--- src/rtl/pc_mt_unit_pkg.sv ---
// Shared types and redirect-target helper for the multi-context PC unit.
package pc_mt_unit_pkg;

  // Width of the jump index field carried by J-type instructions.
  localparam int ADDR_W = 26;

  typedef enum logic [1:0] {
    PC_SEQ = 2'b00,
    PC_BR  = 2'b01,
    PC_J   = 2'b10,
    PC_JR  = 2'b11
  } pc_src_t;

  typedef enum logic {
    CTX_RUN    = 1'b0,
    CTX_HALTED = 1'b1
  } ctx_state_t;

  // New PC for a redirect; npc is the address after the redirecting instruction.
  // PC_SEQ returns npc, but callers treat PC_SEQ as "no redirect".
  function automatic logic [31:0] redirect_target(
    input pc_src_t           src,
    input logic [31:0]       redir_pc,
    input logic              taken,
    input logic [31:0]       imm16,
    input logic [ADDR_W-1:0] imm26,
    input logic [31:0]       regval
  );
    logic [31:0] npc;
    logic [31:0] result;
    npc = redir_pc + 32'd4;
    case (src)
      PC_SEQ:  result = npc;
      PC_BR:   result = taken ? (npc + (imm16 << 2)) : npc;
      PC_J:    result = {npc[31:28], imm26, 2'b00};
      PC_JR:   result = regval & 32'hFFFF_FFFC;
      default: result = npc;
    endcase
    return result;
  endfunction

endpackage

--- src/rtl/pc_mt_unit_rr_arbiter.sv ---
// Picks one requesting context: round-robin from ptr with wrap, or lowest index.
module pc_mt_unit_rr_arbiter
  import pc_mt_unit_pkg::*;
#(
  parameter int N     = 2,
  parameter bit RR_EN = 1'b1,
  localparam int W    = (N > 1) ? $clog2(N) : 1
) (
  input  logic [N-1:0] req,
  input  logic [W-1:0] ptr,
  output logic [W-1:0] grant,
  output logic         valid
);

  // Search the request vector for the first eligible context.
  always_comb begin
    int idx;
    grant = '0;
    valid = 1'b0;
    idx   = 0;
    if (RR_EN) begin
      for (int k = 0; k < N; k++) begin
        idx = int'(ptr) + k;
        if (idx >= N) begin
          idx = idx - N;
        end else begin
          idx = idx;
        end
        if (!valid && req[idx]) begin
          grant = W'(idx);
          valid = 1'b1;
        end else begin
          valid = valid;
        end
      end
    end else begin
      for (int k = 0; k < N; k++) begin
        if (!valid && req[k]) begin
          grant = W'(k);
          valid = 1'b1;
        end else begin
          valid = valid;
        end
      end
    end
  end

endmodule

--- src/rtl/pc_mt_unit.sv ---
// Multi-context program counter: N PCs, per-context run/halt, one fetch per cycle.
module pc_mt_unit
  import pc_mt_unit_pkg::*;
#(
  parameter int          NCTX       = 2,
  parameter logic [31:0] PC_RESET   = 32'h0000_0000,
  parameter logic [31:0] CTX_STRIDE = 32'h0000_0200,
  parameter bit          RR_EN      = 1'b1,
  localparam int         CTXW       = (NCTX > 1) ? $clog2(NCTX) : 1
) (
  input  logic              CLK,
  input  logic              nRST,
  input  logic              pcEN,
  input  logic              redir_valid,
  input  logic [CTXW-1:0]   redir_ctx,
  input  logic [31:0]       redir_pc,
  input  logic [1:0]        pc_src,
  input  logic              branchmux,
  input  logic [31:0]       imm16,
  input  logic [ADDR_W-1:0] imm26,
  input  logic [31:0]       regval,
  input  logic              halt_req,
  input  logic [CTXW-1:0]   halt_ctx,
  input  logic [NCTX-1:0]   start,
  output logic [31:0]       imemaddr,
  output logic [CTXW-1:0]   fetch_ctx,
  output logic              fetch_valid,
  output logic [NCTX-1:0]   halted,
  output logic              all_halted
);

  logic [31:0]     pc [NCTX];
  ctx_state_t      state [NCTX];
  logic [CTXW-1:0] rr_ptr;
  logic [CTXW-1:0] sel;
  logic            any_run;
  logic [NCTX-1:0] run;
  logic            redir_hit;
  logic            halt_hit;
  logic [31:0]     target;

  // Decode per-context run/halt flags from the state array.
  always_comb begin
    run    = '0;
    halted = '0;
    for (int i = 0; i < NCTX; i++) begin
      run[i]    = (state[i] == CTX_RUN);
      halted[i] = (state[i] == CTX_HALTED);
    end
    all_halted = &halted;
  end

  pc_mt_unit_rr_arbiter #(
    .N     (NCTX),
    .RR_EN (RR_EN)
  ) u_arb (
    .req   (run),
    .ptr   (rr_ptr),
    .grant (sel),
    .valid (any_run)
  );

  // Redirect/halt qualification, target computation and fetch outputs.
  always_comb begin
    target    = redirect_target(pc_src_t'(pc_src), redir_pc, branchmux,
                                imm16, imm26, regval);
    redir_hit = redir_valid && (pc_src_t'(pc_src) != PC_SEQ) &&
                (32'(redir_ctx) < 32'(NCTX));
    halt_hit  = halt_req && (32'(halt_ctx) < 32'(NCTX));
    fetch_valid = pcEN && any_run;
    // With nothing runnable the address still tracks the rr pointer's PC.
    if (any_run) begin
      imemaddr  = pc[sel] & 32'hFFFF_FFFC;
      fetch_ctx = sel;
    end else begin
      imemaddr  = pc[rr_ptr] & 32'hFFFF_FFFC;
      fetch_ctx = rr_ptr;
    end
  end

  // PC array, context states and rr pointer; halt > redirect-state, redirect > +4.
  always_ff @(posedge CLK) begin
    if (!nRST) begin
      for (int i = 0; i < NCTX; i++) begin
        pc[i]    <= PC_RESET + CTX_STRIDE * 32'(i);
        state[i] <= (i == 0) ? CTX_RUN : CTX_HALTED;
      end
      rr_ptr <= '0;
    end else begin
      for (int i = 0; i < NCTX; i++) begin
        // A redirect lands even on a halting or halted context.
        if (redir_hit && (redir_ctx == CTXW'(i))) begin
          pc[i] <= target;
        end else if (halt_hit && (halt_ctx == CTXW'(i))) begin
          pc[i] <= pc[i];
        end else if (fetch_valid && (sel == CTXW'(i))) begin
          pc[i] <= pc[i] + 32'd4;
        end else begin
          pc[i] <= pc[i];
        end

        if (halt_hit && (halt_ctx == CTXW'(i))) begin
          state[i] <= CTX_HALTED;
        end else if (start[i]) begin
          state[i] <= CTX_RUN;
        end else begin
          state[i] <= state[i];
        end
      end

      if (fetch_valid) begin
        rr_ptr <= (sel == CTXW'(NCTX - 1)) ? '0 : (sel + CTXW'(1));
      end else begin
        rr_ptr <= rr_ptr;
      end
    end
  end

endmodule

--- config.mk ---
export PLATFORM = sky130hd
export DESIGN_NAME = pc_mt_unit
export DESIGN_NICKNAME = d
export VERILOG_FILES = /design/src/rtl/pc_mt_unit_pkg.sv /design/src/rtl/pc_mt_unit_rr_arbiter.sv /design/src/rtl/pc_mt_unit.sv
export SDC_FILE = /design/constraint.sdc
export NUM_CORES = 1
export LEC_CHECK = 0
export BUFFER_PORTS_ARGS = -buffer_cell sky130_fd_sc_hd__clkbuf_2
export CAP_MARGIN = 25
export CORE_MARGIN = 2
export CORE_UTILIZATION = 32
export DETAILED_ROUTE_END_ITERATION = 7
export PLACE_DENSITY = 0.58
export SETUP_SLACK_MARGIN = 0.02
export SYNTH_ARGS = -nofsm -noshare
export SYNTH_HDL_FRONTEND = slang
export SYNTH_SLANG_ARGS = --single-unit
--- constraint.sdc ---
create_clock -name CLK -period 4.6 [get_ports CLK]
set_input_delay 0.23 -clock CLK [delete_from_list [all_inputs] [get_ports CLK]]
set_output_delay 0.23 -clock CLK [all_outputs]
set_load 0.02 [all_outputs]
==> results of run 1 <==
==> worst max-delay path by stage <==
| stage | to | slack, ns | depth (start not counted) |
|---|---|---|---|
| after floorplan | pc[0][28] | 1.12 | 15 |
| after global placement | pc[0][28] | 0.53 | 16 |
| after detailed placement | pc[0][28] | 0.50 | 16 |
| after CTS | pc[0][28] | 0.83 | 16 |
| after global routing | pc[0][28] | 0.37 | 16 |
| final | pc[0][28] | 0.84 | 16 |
==> worst register-to-register path, stage by stage (launching register included) <==
cell,delay (ns)
edfxtp_1,0.45
nand4_1,0.22
nor3_1,0.43
nand3_1,0.28
nor2_1,0.34
nand4_1,0.18
xor2_1,0.16
nor2_1,0.06
a211o_1,0.28
==> power breakdown <==
group          internal (mW)  total, mW  switching (mW)  leakage (nW)
Sequential             0.724      0.799          0.0745         0.666
Clock                  0.464      0.706           0.242         0.149
Combinational          0.353      0.862           0.508          2.99
==> routing by layer <==
layer / wire [um] / vias up / GRT usage
met1: 12140 / 3516 / 0.2946
met5: 0 / - / 0
met4: 349 / 0 / 0.04462
met3: 1746 / 22 / 0.02912
met2: 11550 / 303 / 0.3294
li1: - / 3706 / -
==> sequential cells by signal (all words and copies together) (netlist names), named ones only <==
signal and count:
rr_ptr 1, state 2, pc 60
==> per-stage QoR <==
| stage | area [sq um] | hold WS, ns | utilization | setup WS, ns |
|---|---|---|---|---|
| after floorplan | 7629 | 0.3459 | - | 1.122 |
| after global placement | 8718 | 0.4448 | 0.3725 | 0.5340 |
| after detailed placement | 8718 | 0.4478 | 0.3725 | 0.4993 |
| after CTS | 9017 | 0.09588 | 0.3853 | 0.8348 |
| after global routing | 9017 | 0.1222 | 0.3853 | 0.3750 |
| final | 9017 | 0.1033 | 0.3853 | 0.8447 |
==> cell type report <==
cell class                 instances  area [sq um]
fill                            2468         14390
multi-input combinational        798          5440
sequential                        64          1892
timing repair buffer             174         900.9
tap                              319         399.1
clock buffer                       9         225.2
inverter                          23         86.33
clock inverter                     5         73.82
==> kinds of logic (layout without fill, tap and decap cells) <==
group                      after synthesis  after routing  synth area share
and+or+nand+nor                        350            350            0.2110
muxes                                   49             49           0.08172
other                                    2              3         0.0009849
buffers and inverters                   68            211           0.04201
DFF                                     64             64            0.2481
adders and majority gates               41             41           0.06794
xor gates and xnor gates               105            105            0.1216
AOI/OAI and AO/OA                      250            250            0.2266
==> Yosys cell counts, types with 5 or more instances <==
cell type    n  area, sq um
o221a_2      5        56.30
o21ai_1      8        40.04
a31oi_1      8        50.05
o21ai_0     62        310.3
xor2_1      53        464.2
buf_4        8        60.06
nand3_1     44        220.2
and3_1      18        112.6
clkbuf_1    29        108.9
edfxtp_1    61         1832
inv_1       23        86.33
and2_1       8        50.05
xnor2_1     51        446.7
mux2i_1      6        60.06
and4_1       5        43.79
nand2_1    124        465.5
mux2_2      36        405.4
nor3_1      19        95.09
ha_1        39        488.0
nand2b_1     5        31.28
nand4_1     21        131.4
a21o_1       9        67.56
a21boi_0     5        37.54
o211a_1     23        230.2
nor2_1      90        337.8
a21oi_1     59        295.3
a211oi_1     6        45.04
mux4_2       7        157.7
o21bai_1     7        52.55
o211ai_1     9        67.56
==> cells in the final DEF (no fill, tap or decap), drive strengths merged, types with 6 or more instances in the layout <==
| cell | instances |
|---|---|
| xnor2 | 52 |
| edfxtp | 61 |
| mux2i | 6 |
| mux2 | 36 |
| o21ai | 70 |
| ha | 39 |
| a21oi | 60 |
| nand2 | 124 |
| nand4 | 21 |
| buf | 12 |
| mux4 | 7 |
| inv | 23 |
| o211a | 23 |
| nor3 | 22 |
| nor2 | 91 |
| a21o | 9 |
| o211ai | 9 |
| nand3 | 44 |
| and3 | 18 |
| a31oi | 8 |
| o21bai | 7 |
| a211oi | 9 |
| clkbuf | 171 |
| xor2 | 53 |
| and2 | 8 |
==> impl_metrics.py, run 1 <==
metrics = {
    "placed_design": {
        "placedCellCount": 1378,
        "io_buffers": 162,
        "gp_congestion": 0.9131,
        "dpl.hpwl_mm": 19.93,
    },
    "setup_path": {
        "cpPeakStageDelay_ns": 0.42,
        "r2r_end": "pc[1][31]",
        "rr_worst_depth": 8,
        "required_ns": 4.69,
        "worst_setup_path_end_kind": "register",
        "cp.arrival_ns": 3.84,
        "crit_chain": "clkbuf_2, nand4_1, nor3_2, and3_1, nand2b_1, xnor2_1, ha_1, a21o_1, a31o_1, a21oi_1, o21bai_1, a2111oi_0, a211oi_1, xor2_1, o221a_2, a221o_1",
        "crit_family": "compound AO/OA/AOI/OAI gates",
        "cp_num_buf_inv": 1,
        "startpoint_type": "input pin",
        "crit_fanout": 6,
        "path_class": "in2reg",
        "cpMaxStageDelayCell": "a2111oi_0",
        "cp-startpoint": "redir_pc[4]",
        "rrSetupSlack_ns": 1.94,
        "rr_startpoint": "pc[1][9]",
    },
    "cells_and_area": {
        "syn_to_final_growth_pct": 18.26,
        "nets": 1244,
        "fin_cells": 1392,
        "final_layout_size_suffix_gt1_frac": 0.2386,
        "num_antenna_cells": 0,
    },
    "sta": {
        "grt_setup_unrepaired": "false",
        "hold_violations": 0,
        "clock.fmax_mhz": 266.3,
        "worstMarginPinSlew_ns": 0.9269,
        "slew_violations": 0,
        "finalCritPeriodShare": 0.8164,
        "slew_headroom": 0.3798,
        "clock_skew_ns": 0.01316,
        "setup_tns_ns": 0,
        "period_needed_ns": 3.755,
        "setup_violations": 0,
    },
    "yosys": {
        "synth_edf_count": 61,
        "ys.flop_type": "edfxtp_1",
        "avgSynthCellArea_sq_um": 8.208,
        "ys_ff_latch": 64,
        "async_flop_share": 0,
        "ys_warn_count": 0,
        "seq_area_frac_synth": 0.2481,
        "postSynthCellCount": 929,
        "yosys.cell_types.count": 70,
        "syn_area_sq_um": 7625,
    },
    "floorplanning": {
        "die_x_um": 158.4,
        "die_h_um": 158.4,
        "start_util": 0.3258,
        "ios": 171,
        "die_area_sq_um": 25080,
        "rows": 56,
        "core_area_sq_um": 23400,
    },
    "power_and_ir_drop": {
        "ir_drop_mv": 0.1137,
        "leakage_nw": 3.807,
        "power_mw": 2.366,
        "powerDensity_nw_per_um2": 262.4,
    },
    "route": {
        "finalWirelength_mm": 25.79,
        "firstDrtPassIters": 7,
        "ant_nets": 0,
        "via_per_inst": 5.422,
        "vias": 7547,
        "drt_iter0_drc": 556,
        "drc": 0,
        "routedWlPerCell_um": 18.52,
    },
    "min_path": {
        "holdPathStages": 2,
        "whs_endpoint": "state[1]",
        "holdCritPathClass": "in2reg",
        "hold_path.startpoint": "start[1]",
    },
    "grt": {
        "grt_pass1_wl_mm": 39.97,
        "antenna_found_initial": 0,
        "grt_pass1_vias": 7230,
        "grt.overflow.total": 0,
        "track_usage": 0.2058,
        "grt_max_degree": 66,
    },
    "clocking": {
        "clk_pin_slew_worst_paths_ns": 0.06,
        "cts_resized": 0,
        "cts.sinks": 64,
        "cts_max_level": 3,
        "cts_tree": "built",
        "cts_buffer_depth": 2,
        "numCtsBuffers": 9,
        "clk_latency_ns": 0.34,
        "root_buffer": "clkbuf_16",
        "cts_hold_repair.buffers": 0,
        "post_cts_buffers": 0,
    },
    "run_status": {
        "status": "completed",
    },
    "job": {
        "maxCapViolCount": 0,
    },
}
No activity file was read; power rests on OpenSTA's default activity.
==> run 2, diff against run 1 <==
- clock period: 4.6 -> 3 ns (I/O delays scaled with it)
==> run 2 against run 1 <==
Against the previous run: the run now ends with setup timing left; sequential share of layout area fell by 4.6 points; design area is 28% higher; flip-flop and latch count did not move; combinational power is 110% higher; first-iteration DRC count rose by 4.7%; routed wire length is 9.3% higher; clock power increased by 61%; largest power group unchanged; core utilization up 11 points; critical path type unchanged; hold slack lost 0.088 ns; global-route usage grew 1.6 points; die area unchanged.
==> impl_metrics.py, run 2 (synthesized netlist as in run 1, its figures left out) <==
metrics = {
    "floorplanning": {
        "core_area_sq_um": 23400,
        "rows": 56,
        "die_h_um": 158.4,
        "ios": 171,
        "die_x_um": 158.4,
        "die_area_sq_um": 25080,
        "start_util": 0.3258,
    },
    "setup_path": {
        "worst_setup_path_end_kind": "register",
        "crit_family": "compound AO/OA/AOI/OAI gates",
        "required_ns": 3.09,
        "cpMaxStageDelayCell": "a2111oi_4",
        "crit_fanout": 4,
        "cp_num_buf_inv": 2,
        "crit_chain": "buf_8, nand4_1, buf_6, nor3_4, and3_4, nand2_4, xnor2_2, ha_1, a21o_1, a31o_1, a21oi_2, o21bai_4, a2111oi_4, a211oi_2, xor2_1, o221a_2, a221o_1",
        "path_class": "in2reg",
        "cp.arrival_ns": 3.25,
        "cpPeakStageDelay_ns": 0.34,
        "startpoint_type": "input pin",
    },
    "sta": {
        "setup_violations": 10,
        "worstMarginPinSlew_ns": 0.6385,
        "clock_skew_ns": 0.008771,
        "hold_violations": 0,
        "finalCritPeriodShare": 1.053,
        "period_needed_ns": 3.158,
        "slew_headroom": 0.5733,
        "slew_violations": 0,
        "timing.hold.ws_ns": 0.01561,
        "clock.fmax_mhz": 316.6,
        "grt_setup_unrepaired": "true",
        "timing.final.ws_setup_ns": -0.1582,
    },
    "clocking": {
        "cts_buffer_depth": 2,
        "numCtsBuffers": 9,
        "clk_pin_slew_worst_paths_ns": 0.06,
        "cts_tree": "built",
        "cts_hold_repair.buffers": 0,
        "cts.sinks": 64,
        "clk_latency_ns": 0.34,
        "root_buffer": "clkbuf_16",
        "cts_max_level": 3,
    },
    "placed_design": {
        "post_dp_cell_area_sq_um": 10070,
        "gp_congestion": 0.9013,
        "dpl.hpwl_mm": 21.72,
        "io_buffers": 162,
    },
    "route": {
        "firstDrtPassIters": 5,
        "ant_nets": 0,
        "drc": 0,
        "via_per_inst": 5.206,
        "routedWlPerCell_um": 17.63,
        "drt_iter0_drc": 582,
        "vias": 8324,
        "finalWirelength_mm": 28.19,
    },
    "power_and_ir_drop": {
        "clkPwrFrac": 0.272,
        "p_int_mw": 2.704,
        "seq_power_share": 0.292,
        "pwr-share-comb": 0.435,
        "ir_drop_mv": 0.2952,
        "leakage_nw": 5.076,
        "p_sw_mw": 1.469,
        "switching_share": 0.3520,
        "powerDensity_nw_per_um2": 362.3,
    },
    "grt": {
        "grt_max_degree": 46,
        "grt.overflow.total": 0,
        "antenna_found_initial": 1,
        "grt_pass1_vias": 8043,
        "track_usage": 0.2219,
        "use_met1": 0.3103,
        "grt_pass1_wl_mm": 43.27,
        "met3_usage": 0.02041,
        "use_met2": 0.3600,
        "grt.busiest_layer": "met2",
    },
    "cells_and_area": {
        "syn_to_final_growth_pct": 51.07,
        "final_layout_size_suffix_gt1_frac": 0.4457,
        "layout_common_cells": "buf_4, clkbuf_2, nand2_1",
        "largest_reg_flops": 60,
        "fin_area_sq_um": 11520,
        "final_common_cell": "buf_4",
        "largestRegisters": "pc (60), state (2), rr_ptr (1)",
        "largest_register": "pc",
        "nets": 1448,
    },
    "min_path": {
        "holdCritPathClass": "in2reg",
    },
    "run_status": {
        "status": "finished, violations left",
        "violations": "setup timing",
    },
    "job": {
        "maxCapViolCount": 0,
    },
}
## run 2: cell count changes in the layout (fill, tap and decap cells not counted), moves of 11 or more
cell	change
buf_6	+21
o21ai_2	+11
xnor2_2	+11
a21oi_1	-12
xnor2_1	-13
buf_4	+187
ha_1	-11
## run 2: routing by layer
layer	wire length [um]	up-vias
met5	0	-
met4	596	0
met3	1424	37
met2	13300	258
met1	12870	3908
li1	-	4121
## run 2: path summary, 6_finish.rpt
kind                    start         to  slack [ns]  cells after the start
setup / recovery  redir_pc[6]  pc[0][28]       -0.16                     17
hold / removal       start[1]   state[1]        0.02                      2
setup reg to reg     pc[1][9]  pc[1][31]        0.57                      8
hold reg to reg        rr_ptr     rr_ptr        0.62                      1
## run 2: power groups by stage
stage          combinational, mW  clock, mW  sequential (mW)
2_1_floorplan              0.924          0             1.21
3_3_place_gp                1.55          0             1.23
3_5_place_dp                1.56          0             1.24
4_1_cts                     1.65       1.15             1.22
5_1_grt                     1.96       1.18             1.24
6_report                    1.82       1.14             1.22
## run 2: worst reg2reg max path, delay by kind of cell (launching register included)
| family | cells | cell delay (ns) |
|---|---|---|
| XOR/XNOR | 1 | 0.15 |
| AND/OR/NAND/NOR | 6 | 1.32 |
| AO/OA/AOI/OAI | 1 | 0.26 |
| flip-flops | 1 | 0.46 |
## run 2: area by class of cell
| type | count | area (sq um) |
|---|---|---|
| inverter | 23 | 86.33 |
| sequential | 64 | 1892 |
| clock inverter | 7 | 95.09 |
| clock buffer | 9 | 225.2 |
| tap | 319 | 399.1 |
| antenna | 1 | 2.502 |
| fill | 2271 | 11880 |
| multi-input combinational | 798 | 6227 |
| timing repair buffer | 378 | 2591 |
## run 2: through the flow
stage / util / TNS [ns] / instances / worst slack (ns) / power [mW]
floorplan: - / -0.5514 / 930 / -0.2221 / 2.130
global placement: 0.4304 / -17.72 / 1546 / -0.6514 / 2.785
detailed placement: 0.4304 / -19.10 / 1546 / -0.6892 / 2.794
CTS: 0.4624 / -0.9057 / 1584 / -0.2325 / 4.025
global route: 0.4922 / -4.165 / 1599 / -0.3163 / 4.387
finish: 0.4922 / -0.4813 / 1599 / -0.1582 / 4.173
## run 2: repair_timing
item                       4_1_cts  5_1_grt
setup buffers                   22       15
pin swaps                       62       67
resized for setup               63      109
setup endpoints to repair       36       38
